==> src/rtl/adder_acc_pkg.sv <==
// adder_acc_pkg: FSM state encoding and the o_count width helper shared by the accumulator and its interface.
package adder_acc_pkg;
  typedef enum logic [1:0] {
    IDLE = 2'd0,
    ACC  = 2'd1,
    DONE = 2'd2
  } state_t;
  function automatic int cnt_w(input int num_acc);
    return $clog2(num_acc + 1);
  endfunction
endpackage

==> src/rtl/adder_acc_if.sv <==
// adder_acc_if: adder-result input handshake plus accumulated-result output handshake.
interface adder_acc_if
  import adder_acc_pkg::*;
#(
  parameter int BW_DATA = 6,
  parameter int NUM_ACC = 4,
  parameter int BW_ACC  = 8
);
  localparam int BW_CNT = cnt_w(NUM_ACC);
  logic [BW_DATA-1:0] i_sum;
  logic               i_cout;
  logic               i_valid;
  logic               o_ready;
  logic               i_clear;
  logic [BW_ACC-1:0]  o_acc;
  logic               o_ovf;
  logic [BW_CNT-1:0]  o_count;
  logic               o_valid;
  logic               i_ready;
  modport master (
    output i_sum, i_cout, i_valid, i_clear, i_ready,
    input  o_ready, o_acc, o_ovf, o_count, o_valid
  );
  modport slave (
    input  i_sum, i_cout, i_valid, i_clear, i_ready,
    output o_ready, o_acc, o_ovf, o_count, o_valid
  );
endinterface

==> src/rtl/adder_acc.sv <==
// adder_acc: sums NUM_ACC upstream {cout,sum} words and offers the total on a valid/ready output.
// ADDER_ACC_SAT_EN makes the accumulator saturate on carry instead of wrapping with sticky overflow.
module adder_acc
  import adder_acc_pkg::*;
#(
  parameter int BW_DATA = 6,
  parameter int NUM_ACC = 4,
  parameter int BW_ACC  = 8
) (
  input logic        i_clk,
  input logic        i_rstn,
  adder_acc_if.slave bus
);
  localparam int BW_CNT = cnt_w(NUM_ACC);
  state_t            state_q;
  logic [BW_ACC-1:0] acc_q, acc_d, base, w;
  logic [BW_ACC:0]   sum_w;
  logic [BW_CNT-1:0] cnt_q, cnt_d;
  logic              ovf_q, ovf_d, valid_q, take, last;
  assign take = bus.i_valid && bus.o_ready;
  assign last = cnt_d == BW_CNT'(NUM_ACC);
  // IDLE starts a fresh batch, so the stale accumulator never enters the add
  always_comb begin
    base  = (state_q == IDLE) ? '0 : acc_q;
    w     = BW_ACC'({bus.i_cout, bus.i_sum});
    sum_w = {1'b0, base} + {1'b0, w};
`ifdef ADDER_ACC_SAT_EN
    acc_d = sum_w[BW_ACC] ? '1 : sum_w[BW_ACC-1:0];
`else
    acc_d = sum_w[BW_ACC-1:0];
`endif
    ovf_d = (state_q != IDLE && ovf_q) || sum_w[BW_ACC];
    cnt_d = cnt_q + BW_CNT'(1);
  end
  always_ff @(posedge i_clk or negedge i_rstn)
    if (!i_rstn) begin
      state_q <= IDLE;
      acc_q   <= '0;
      ovf_q   <= 1'b0;
      cnt_q   <= '0;
      valid_q <= 1'b0;
    end else if (bus.i_clear || (state_q == DONE && bus.i_ready)) begin
      state_q <= IDLE;
      acc_q   <= '0;
      ovf_q   <= 1'b0;
      cnt_q   <= '0;
      valid_q <= 1'b0;
    end else if (take) begin
      state_q <= last ? DONE : ACC;
      acc_q   <= acc_d;
      ovf_q   <= ovf_d;
      cnt_q   <= cnt_d;
      valid_q <= last;
    end
  assign bus.o_ready = state_q != DONE;
  assign bus.o_valid = valid_q;
  assign bus.o_acc   = acc_q;
  assign bus.o_ovf   = ovf_q;
  assign bus.o_count = cnt_q;
endmodule

==> src/flat_wrapper.sv <==
// flat-port wrapper written by rule: the top's interface ports become plain ports
module adder_acc_flat import adder_acc_pkg::*;
#(
  parameter int BW_DATA = 6,
  parameter int NUM_ACC = 4,
  parameter int BW_ACC  = 8
)
  (i_clk, i_rstn, bus_i_sum, bus_i_cout, bus_i_valid, bus_i_clear, bus_i_ready, bus_o_ready, bus_o_acc, bus_o_ovf, bus_o_count, bus_o_valid);
  adder_acc_if #(.BW_DATA(BW_DATA), .NUM_ACC(NUM_ACC), .BW_ACC(BW_ACC)) bus_i ();
  input logic i_clk;
  input logic i_rstn;
  input wire logic [$bits(bus_i.i_sum)-1:0] bus_i_sum;
  input wire logic [$bits(bus_i.i_cout)-1:0] bus_i_cout;
  input wire logic [$bits(bus_i.i_valid)-1:0] bus_i_valid;
  input wire logic [$bits(bus_i.i_clear)-1:0] bus_i_clear;
  input wire logic [$bits(bus_i.i_ready)-1:0] bus_i_ready;
  output wire logic [$bits(bus_i.o_ready)-1:0] bus_o_ready;
  output wire logic [$bits(bus_i.o_acc)-1:0] bus_o_acc;
  output wire logic [$bits(bus_i.o_ovf)-1:0] bus_o_ovf;
  output wire logic [$bits(bus_i.o_count)-1:0] bus_o_count;
  output wire logic [$bits(bus_i.o_valid)-1:0] bus_o_valid;
  assign bus_i.i_sum = bus_i_sum;
  assign bus_i.i_cout = bus_i_cout;
  assign bus_i.i_valid = bus_i_valid;
  assign bus_i.i_clear = bus_i_clear;
  assign bus_i.i_ready = bus_i_ready;
  assign bus_o_ready = bus_i.o_ready;
  assign bus_o_acc = bus_i.o_acc;
  assign bus_o_ovf = bus_i.o_ovf;
  assign bus_o_count = bus_i.o_count;
  assign bus_o_valid = bus_i.o_valid;
  adder_acc #(.BW_DATA(BW_DATA), .NUM_ACC(NUM_ACC), .BW_ACC(BW_ACC)) u_core (.i_clk(i_clk), .i_rstn(i_rstn), .bus(bus_i));
endmodule
==> config.mk <==
export PLATFORM = sky130hd
export DESIGN_NAME = adder_acc_flat
export DESIGN_NICKNAME = d
export VERILOG_FILES = /design/src/rtl/adder_acc_pkg.sv /design/src/rtl/adder_acc_if.sv /design/src/rtl/adder_acc.sv /design/src/flat_wrapper.sv
export SDC_FILE = /design/constraint.sdc
export NUM_CORES = 1
export LEC_CHECK = 0
export BUFFER_PORTS_ARGS = -buffer_cell sky130_fd_sc_hd__buf_2
export CORE_MARGIN = 2
export CORE_UTILIZATION = 30
export DETAILED_ROUTE_END_ITERATION = 7
export GPL_TIMING_DRIVEN = 0
export PLACE_DENSITY = 0.58
export SETUP_SLACK_MARGIN = 0.02
export SLEW_MARGIN = 15
export SYNTH_ARGS = -nofsm -noshare
export SYNTH_HDL_FRONTEND = slang
export SYNTH_SLANG_ARGS = --single-unit
==> constraint.sdc <==
create_clock -name i_clk -period 2.9 [get_ports i_clk]
set_input_delay 0.29 -clock i_clk [delete_from_list [all_inputs] [get_ports i_clk]]
set_output_delay 0.29 -clock i_clk [all_outputs]
set_load 0.01 [all_outputs]
==> results of run 1 <==
==> kinds of logic (layout without fill, tap and decap cells) <==
logic type	after synthesis	after routing
buffers and inverters	5	35
XOR/XNOR	3	3
adder cells (fa/ha/maj)	10	10
flip-flops	14	14
multiplexers	1	1
AO/OA/AOI/OAI	34	34
AND/OR/NAND/NOR	40	40
==> metal layers <==
metal	global-route usage (%)	share of wire, %	wire length [um]
met1	18.57	49	1134
met2	22.49	45	1049
met3	2.311	3.9	91
met4	6.211	1.4	33
met5	0	0	0
==> worst register-to-register path, cell delays in order, from the launching register on <==
cell      delay [ns]
dfrtp_1         0.45
nor2_2          0.41
nor2b_1         0.10
ha_1            0.24
fa_1            0.40
a21oi_1         0.22
o21ai_2         0.12
o31a_1          0.26
o21ai_0         0.17
a221oi_1        0.10
==> final timing paths <==
check / start / to / slack, ns / depth (start not counted)
setup / recovery: u_core.state_q[1]$_DFFE_PN0P_ / u_core.bus.o_ovf$_DFFE_PN0P_ / 0.31 / 9
hold / removal: bus_i_clear / u_core.bus.o_ovf$_DFFE_PN0P_ / 0.23 / 2
setup reg to reg: u_core.state_q[1]$_DFFE_PN0P_ / u_core.bus.o_ovf$_DFFE_PN0P_ / 0.31 / 9
hold reg to reg: u_core.bus.o_acc[4]$_DFFE_PN0P_ / u_core.bus.o_acc[4]$_DFFE_PN0P_ / 0.50 / 1
max in group asynchronous: i_rstn / u_core.bus.o_acc[2]$_DFFE_PN0P_ / 2.19 / 2
min in group asynchronous: i_rstn / u_core.bus.o_count[0]$_DFFE_PN0P_ / 0.46 / 2
==> layout by cell type, fill, tap and decap left out, drive strengths merged, types with 2 or more instances in the layout <==
cell    synthesis  routed
buf             2      27
nand2          14      14
dfrtp          14      14
o21ai          14      14
nor2           12      12
ha              9       9
nor2b           8       8
a22o            4       4
a21oi           4       4
clkbuf          0       4
inv             3       3
a211oi          3       3
nand2b          3       3
xor2            2       2
a221oi          2       2
a21o            2       2
==> cells in the mapped netlist, drive strengths merged (2+ instances only) <==
cell	instances	share of area [%]
a21o	2	1.5
inv	3	1.1
ha	9	11
buf	2	1.5
a211oi	3	2.3
nand2	14	5.3
xor2	2	1.8
nand2b	3	2.7
nor2	12	5.3
a22o	4	3.6
dfrtp	14	36
o21ai	14	7.5
nor2b	8	5.1
a221oi	2	1.8
a21oi	4	2.4
==> state kept, by name (all words and copies together) (netlist names) <==
signal and flops:
u_core.bus.o_acc 8, u_core.state_q 2, u_core.bus.o_ovf 1, u_core.bus.o_count 3
==> power by group <==
part / leakage (nW) / total [W] / switching, W / internal, W
clock network: 0.0210 / 0.000145 / 0.0000685 / 0.0000763
registers: 0.188 / 0.000215 / 0.00000923 / 0.000206
logic: 0.392 / 0.000102 / 0.0000567 / 0.0000458
total: 0.600 / 0.000463 / 0.000134 / 0.000328
==> metrics by stage <==
stage / setup WS, ns / power [W] / hold WS [ns] / instances
after floorplan: 0.5015 / 0.0002828 / -0.005591 / 107
after global placement: 0.03942 / 0.0003185 / 0.2093 / 176
after detailed placement: 0.04698 / 0.0003211 / 0.2165 / 176
after CTS: 0.02440 / 0.0004656 / 0.2311 / 181
after global routing: 0.09563 / 0.0004885 / 0.2468 / 181
final: 0.3060 / 0.0004625 / 0.2327 / 181
==> cell type report <==
cell class / instances / area share (%)
buffer: 2 / 1.236
timing repair buffer: 26 / 11.12
sequential: 14 / 28.84
tap: 44 / 4.531
inverter: 3 / 0.9269
multi-input combinational: 88 / 50.36
clock buffer: 4 / 2.987
==> repair_timing <==
item | CTS | global route
gates resized for setup | 0 | 1
hold buffers | 1 | 0
setup endpoints to repair | 0 | 3
setup buffers | 0 | 0
endpoints found under the hold margin | 14 | 0
==> results.yml, run 1 <==
worst_setup_path:
  cp.arrival_ns: 2.75
  cp_top_family: "compound AO/OA/AOI/OAI gates"
  cp.required_ns: 3.06
  worstPathCellList: "nor2_2, nor2b_1, ha_1, fa_1, a21oi_1, o21ai_2, o31a_1, o21ai_0, a221oi_1"
  critPathKind: "reg -> reg"
  crit_fanout: 10
  slowest_stage: "dfrtp_1"
  end_kind: "flop"
  crit_path_max_incr_delay_ns: 0.45
  cp-start-kind: "flop"
  crit_buf_inv: 0
clocking:
  numCtsBuffers: 3
  clock-sinks: 14
  clockBufferDepth: 2
  clkTransAtPathRegs_ns: 0.09
  cts_tree: "done"
  insertion_delay_ns: 0.28
  htreeDepth: 1
  cts-root-buf: "clkbuf_4"
sta:
  finalHoldViolCount: 0
  fin_crit_ns: 2.594
  maxSlewViolCount: 0
  finalCritPeriodShare_pct: 89.45
  clock-skew-final_ns: 0.001243
  rsz0062_at_grt: "false"
  max_clock_freq_mhz: 385.5
  tightest_slew_ns: 0.4593
  setup_violations: 0
  relSlewSlack_pct: 69.34
  setup_tns_ns: 0
detailed_routing:
  drt_iter0_markers: 12
  viasPerCell: 4.762
  drtAntennaViolNets: 0
  vias: 862
  first_pass_iters: 4
  drc: 0
  wirelength_um: 2308
  wire_per_inst_um: 12.75
layout:
  num-fill-cells: 317
  drive_gt1_share_pct: 27.01
  nNetsFinal: 160
  ff_latch_area_um2: 350.3
  antennaDiodeCount: 0
  utilization_pct: 39.47
  multi_input_area_um2: 611.8
  finalInstanceArea_um2: 1215
  area_delta_synth_final_pct: 23.22
placed_design:
  io_buffers: 25
  placed_area_um2: 1166
  place_congestion: 0.7798
  dp_hpwl_um: 1751
floorplan:
  die_area_um2: 3761
  ioPinCount: 26
  die_x_um: 61.33
  die_h_um: 61.33
  num_rows: 20
  start_util_pct: 32.03
  coreArea_um2: 3078
grt:
  grt_remaining_overflow: 0
  antenna_found_initial: 0
  grt_pass1_vias: 852
  grt_pass1_wl_um: 3870
  grt_usage_pct: 14.02
  grt_max_degree: 15
logic_synthesis:
  synth-adder-area-share_pct: 13.45
  synth_area_um2: 985.9
  yosysUniqueCellTypes: 32
  synth_seq_area_share_pct: 35.53
  synth_top_flop_cell: "dfrtp_1"
  synth-simple-area-share_pct: 20.05
  synth_mux_area_share_pct: 1.523
  synth_xor_area_share_pct: 2.665
  synth_async_sr_flop_share_pct: 100.0
  postSynthAreaPerCell_um2: 9.214
  synth-seq-cells: 14
  synth_top_family_by_area: "compound AO/OA/AOI/OAI gates"
  synth_cells: 107
  synth_nets: 129
  ys_warn_count: 0
  synth_edf_count: 0
  synth-compound-area-share_pct: 24.11
flow_run:
  maxCapViolCount: 0
hold_path:
  hold_path.class: "in -> reg"
status:
  status: "finished clean"
power:
  ir_worst_vdd_v: 0.0001039
  leakagePower_nw: 0.6004
  powerDensity_nw_per_um2: 380.7
No activity file was read; power rests on OpenSTA's default activity.
==> run 2: changes to the inputs <==
Settings changed: RECOVER_POWER set to 100, TNS_END_PERCENT set to 10.
==> run 2 against run 1 <==
  * Register-to-register slack better by 0.03 ns
  * Maximum frequency up 1.3%
  * Largest power group unchanged
  * Hold slack worse by 0.033 ns
  * Sequential cell count unchanged
  * Setup slack better by 0.032 ns
  * Via count down 0.35%
==> results.yml, run 2 (synthesis results as in run 1) <==
status:
  status: "finished clean"
detailed_routing:
  vias: 859
  wire_per_inst_um: 12.68
  drtAntennaViolNets: 0
  drc: 0
  first_pass_iters: 4
  wirelength_um: 2295
  drt_iter0_markers: 16
  viasPerCell: 4.746
sta:
  setup_ws_ns: 0.3383
  setup_tns_ns: 0
  relSlewSlack_pct: 46.04
  fin_crit_ns: 2.562
  clock-skew-final_ns: 0.002112
  rsz0062_at_grt: "false"
  timing.hold.ws_ns: 0.1993
  finalHoldViolCount: 0
  tightest_slew_ns: 0.8094
  setup_violations: 0
  maxSlewViolCount: 0
  max_clock_freq_mhz: 390.4
  finalCritPeriodShare_pct: 88.33
floorplan:
  die_area_um2: 3761
  ioPinCount: 26
  coreArea_um2: 3078
  start_util_pct: 32.03
  die_x_um: 61.33
  num_rows: 20
  die_h_um: 61.33
clocking:
  numCtsBuffers: 3
  cts_tree: "done"
  postCtsSetupBuffers: 0
  clock-sinks: 14
  clockBufferDepth: 2
  insertion_delay_ns: 0.28
  htreeDepth: 1
  cts-root-buf: "clkbuf_4"
  clkTransAtPathRegs_ns: 0.09
worst_setup_path:
  crit_path_max_incr_delay_ns: 0.43
  cp.required_ns: 3.06
  crit_fanout: 10
  cp.arrival_ns: 2.72
  cp-start-kind: "flop"
  worstPathCellList: "nor2_2, nor2b_1, ha_1, fa_1, a21oi_1, o21ai_2, o31a_1, o21ai_0, a221oi_1"
  critPathKind: "reg -> reg"
  slowest_stage: "dfrtp_1"
  end_kind: "flop"
layout:
  utilization_pct: 37.76
  nNetsFinal: 160
  drive_gt1_share_pct: 12.41
  area_delta_synth_final_pct: 17.89
  final_cell_count_no_fill: 181
  antennaDiodeCount: 0
  mostFrequentLayoutCell: "clkbuf_1"
  layout_common_cells: "clkbuf_1 (17), nand2_1 (14), dfrtp_1 (14)"
  largest_register_ffs: 8
  num-fill-cells: 336
power:
  ir_worst_vdd_v: 0.0001033
  powerDensity_nw_per_um2: 391.1
  leakagePower_nw: 0.5276
grt:
  antenna_found_initial: 0
  grt_usage_pct: 14.02
  grt_pass1_wl_um: 3870
  grt_max_degree: 15
  grt_pass1_vias: 852
  grt_remaining_overflow: 0
placed_design:
  place_congestion: 0.7798
  dp_hpwl_um: 1751
  place_ws_ns: 0.04698
  io_buffers: 25
  place_inst: 176
flow_run:
  maxCapViolCount: 0
hold_path:
  hold_path.class: "in -> reg"
[run 2: changes by cell type in the layout (fill, tap and decap cells not counted), sizes merged]
| cell | previous run | this run |
|---|---|---|
| buf | 27 | 10 |
| clkbuf | 4 | 21 |
[run 2: power by group]
| part | switching [W] | internal (W) | leakage (nW) |
|---|---|---|---|
| registers | 0.00000942 | 0.000206 | 0.188 |
| logic | 0.0000553 | 0.0000400 | 0.319 |
| clock network | 0.0000675 | 0.0000763 | 0.0210 |
| total | 0.000132 | 0.000322 | 0.528 |
[run 2: path summary, 6_finish.rpt]
path	from	endpoint	slack [ns]	cells after the start
max	u_core.state_q[1]$_DFFE_PN0P_	u_core.bus.o_ovf$_DFFE_PN0P_	0.34	9
min	bus_i_clear	u_core.bus.o_ovf$_DFFE_PN0P_	0.20	2
max reg2reg	u_core.state_q[1]$_DFFE_PN0P_	u_core.bus.o_ovf$_DFFE_PN0P_	0.34	9
min reg2reg	u_core.bus.o_acc[4]$_DFFE_PN0P_	u_core.bus.o_acc[4]$_DFFE_PN0P_	0.50	1
max in group asynchronous	i_rstn	u_core.bus.o_acc[7]$_DFFE_PN0P_	1.77	2
min in group asynchronous	i_rstn	u_core.bus.o_count[0]$_DFFE_PN0P_	0.63	2
[run 2: what timing repair did]
item	4_1_cts	5_1_grt
hold buffers	1	0
setup endpoints to repair	0	3
endpoints found under the hold margin	14	0
gates resized for setup	0	1
[run 2: through the flow]
stage	area, um^2	total power, W
2_1_floorplan	985.9	0.0002828
3_3_place_gp	1166	0.0003185
3_5_place_dp	1166	0.0003211
4_1_cts	1212	0.0004656
5_1_grt	1162	0.0004813
6_report	1162	0.0004546
[run 2: layout make-up]
type,instances,area (um^2),area share (%)
clock buffers,4,36.28,3.122
inverters,3,11.26,0.9688
multi-input cells,88,585.6,50.38
well taps,44,55.05,4.736
repair buffers,26,116.4,10.01
flip-flops and latches,14,350.3,30.14
plain buffers,2,7.507,0.6459
[run 2: worst max-delay path: cells and delay by family (launching register included)]
family | cells | cell delay [ns]
AO/OA/AOI/OAI | 5 | 0.87
adder cells (fa/ha/maj) | 2 | 0.64
flip-flops | 1 | 0.43
AND/OR/NAND/NOR | 2 | 0.50
[run 2: metal layers]
metal  GRT usage (%)  vias up  part of all wire [%]
met5               0        -                     0
met4           6.211        0                   1.4
met3           2.311        2                   4.1
met2           22.49       12                    45
met1           18.57      401                    49
li1                -      444                     -
==> run 3: changes to the inputs <==
Settings changed: RECOVER_POWER 100 to 50.
==> run 3 against run 2 <==
  * Register-to-register slack got worse by 0.03 ns
  * Maximum frequency is 1.2% lower
  * Clock skew down 0.00094 ns
  * Combinational power increased by 6%
  * Largest cell class unchanged
==> results.yml, run 3 (synthesis results as in run 1) <==
status:
  status: "finished clean"
detailed_routing:
  drt_iter0_markers: 14
  drtAntennaViolNets: 0
  wirelength_um: 2311
  drc: 0
  viasPerCell: 4.735
  wire_per_inst_um: 12.77
  first_pass_iters: 4
  vias: 857
worst_setup_path:
  cp-start-kind: "flop"
  end_kind: "flop"
  cp.required_ns: 3.06
  crit_fanout: 10
  cp.arrival_ns: 2.75
  critPathKind: "reg -> reg"
sta:
  relSlewSlack_pct: 46.57
  clock-skew-final_ns: 0.001175
  maxSlewViolCount: 0
  max_clock_freq_mhz: 385.5
  finalCritPeriodShare_pct: 89.44
  setup_violations: 0
  fin_crit_ns: 2.594
  setup_tns_ns: 0
  timing.hold.ws_ns: 0.2326
  rsz0062_at_grt: "false"
  finalHoldViolCount: 0
  tightest_slew_ns: 0.8015
clocking:
  clockBufferDepth: 2
  insertion_delay_ns: 0.28
  clock-sinks: 14
  cts-root-buf: "clkbuf_4"
  numCtsBuffers: 3
  htreeDepth: 1
  postCtsSetupBuffers: 0
  cts_tree: "done"
  clkTransAtPathRegs_ns: 0.09
grt:
  grt_max_degree: 15
  grt_pass1_vias: 852
  grt_usage_pct: 14.02
  grt_pass1_wl_um: 3870
  antenna_found_initial: 0
  grt_remaining_overflow: 0
power:
  p_sw_share_pct: 29.21
  leakagePower_nw: 0.5700
  power.internal_w: 0.0003262
  powerDensity_nw_per_um2: 382.4
  seq_power_share_pct: 46.7
  combPwrFrac_pct: 21.8
  ir_worst_vdd_v: 0.0001038
  p_sw_w: 0.0001346
  finalPower_w: 0.0004608
  clkPwrFrac_pct: 31.4
placed_design:
  dp_hpwl_um: 1751
  place_congestion: 0.7798
  place_inst: 176
  io_buffers: 25
floorplan:
  coreArea_um2: 3078
  die_x_um: 61.33
  die_h_um: 61.33
  num_rows: 20
  die_area_um2: 3761
  start_util_pct: 32.03
  ioPinCount: 26
layout:
  drive_gt1_share_pct: 21.17
  mostFrequentLayoutCell: "buf_2"
  area_delta_synth_final_pct: 22.21
  utilization_pct: 39.15
  layout_common_cells: "buf_2 (17), nand2_1 (14), dfrtp_1 (14)"
  largest_register_ffs: 8
  final_cell_count_no_fill: 181
  antennaDiodeCount: 0
  nNetsFinal: 160
flow_run:
  maxCapViolCount: 0
hold_path:
  hold_path.class: "in -> reg"
==> run 3: path summary, 6_finish.rpt <==
path / start / endpoint / slack (ns) / depth (start not counted)
worst max-delay path: u_core.state_q[1]$_DFFE_PN0P_ / u_core.bus.o_ovf$_DFFE_PN0P_ / 0.31 / 9
worst max register to register: u_core.state_q[1]$_DFFE_PN0P_ / u_core.bus.o_ovf$_DFFE_PN0P_ / 0.31 / 9
min in group asynchronous: i_rstn / u_core.bus.o_count[0]$_DFFE_PN0P_ / 0.63 / 2
max in group asynchronous: i_rstn / u_core.bus.o_acc[2]$_DFFE_PN0P_ / 1.78 / 2
worst min register to register: u_core.bus.o_acc[4]$_DFFE_PN0P_ / u_core.bus.o_acc[4]$_DFFE_PN0P_ / 0.50 / 1
worst min-delay path: bus_i_clear / u_core.bus.o_ovf$_DFFE_PN0P_ / 0.23 / 2
==> run 3: cell type report <==
class / instances / area (um^2)
Inverter: 3 / 11.26
Buffer: 2 / 15.01
Tap cell: 44 / 55.05
Clock buffer: 4 / 36.28
Fill cell: 322 / 1873
Sequential cell: 14 / 350.3
Timing Repair Buffer: 26 / 125.1
Multi-Input combinational cell: 88 / 611.8
==> run 3: metal layers <==
| layer | routed length (um) | GRT usage, % | vias to the layer above |
|---|---|---|---|
| li1 | - | - | 440 |
| met4 | 33 | 6.211 | 0 |
| met1 | 1125 | 18.57 | 399 |
| met3 | 96 | 2.311 | 2 |
| met5 | 0 | 0 | - |
| met2 | 1056 | 22.49 | 16 |
==> run 3: per-stage QoR <==
| step | setup WS, ns | cell area (um^2) |
|---|---|---|
| 2_1_floorplan | 0.5015 | 985.9 |
| 5_1_grt | 0.09563 | 1205 |
| 4_1_cts | 0.02440 | 1212 |
| 3_5_place_dp | 0.04698 | 1166 |
| 3_3_place_gp | 0.03942 | 1166 |
| 6_report | 0.3063 | 1205 |
==> run 3: repair_timing <==
action / CTS / global route
gates resized for setup: 0 / 1
endpoints found under the hold margin: 14 / 0
setup endpoints to repair: 0 / 3
hold buffers: 1 / 0
==> run 3: power groups by stage <==
stage	clock network, W	logic [W]	registers, W
CTS	0.000146	0.000104	0.000215
global placement	0	0.000100	0.000218
finish	0.000145	0.000101	0.000215
floorplan	0	0.0000604	0.000222
global route	0.000155	0.000114	0.000218
detailed placement	0	0.000102	0.000219
==> run 3: critical path: stages, from the launching register on <==
cell	delay [ns]
dfrtp_1	0.45
nor2_2	0.41
nor2b_1	0.10
ha_1	0.24
fa_1	0.40
a21oi_1	0.22
o21ai_2	0.12
o31a_1	0.26
o21ai_0	0.17
a221oi_1	0.10
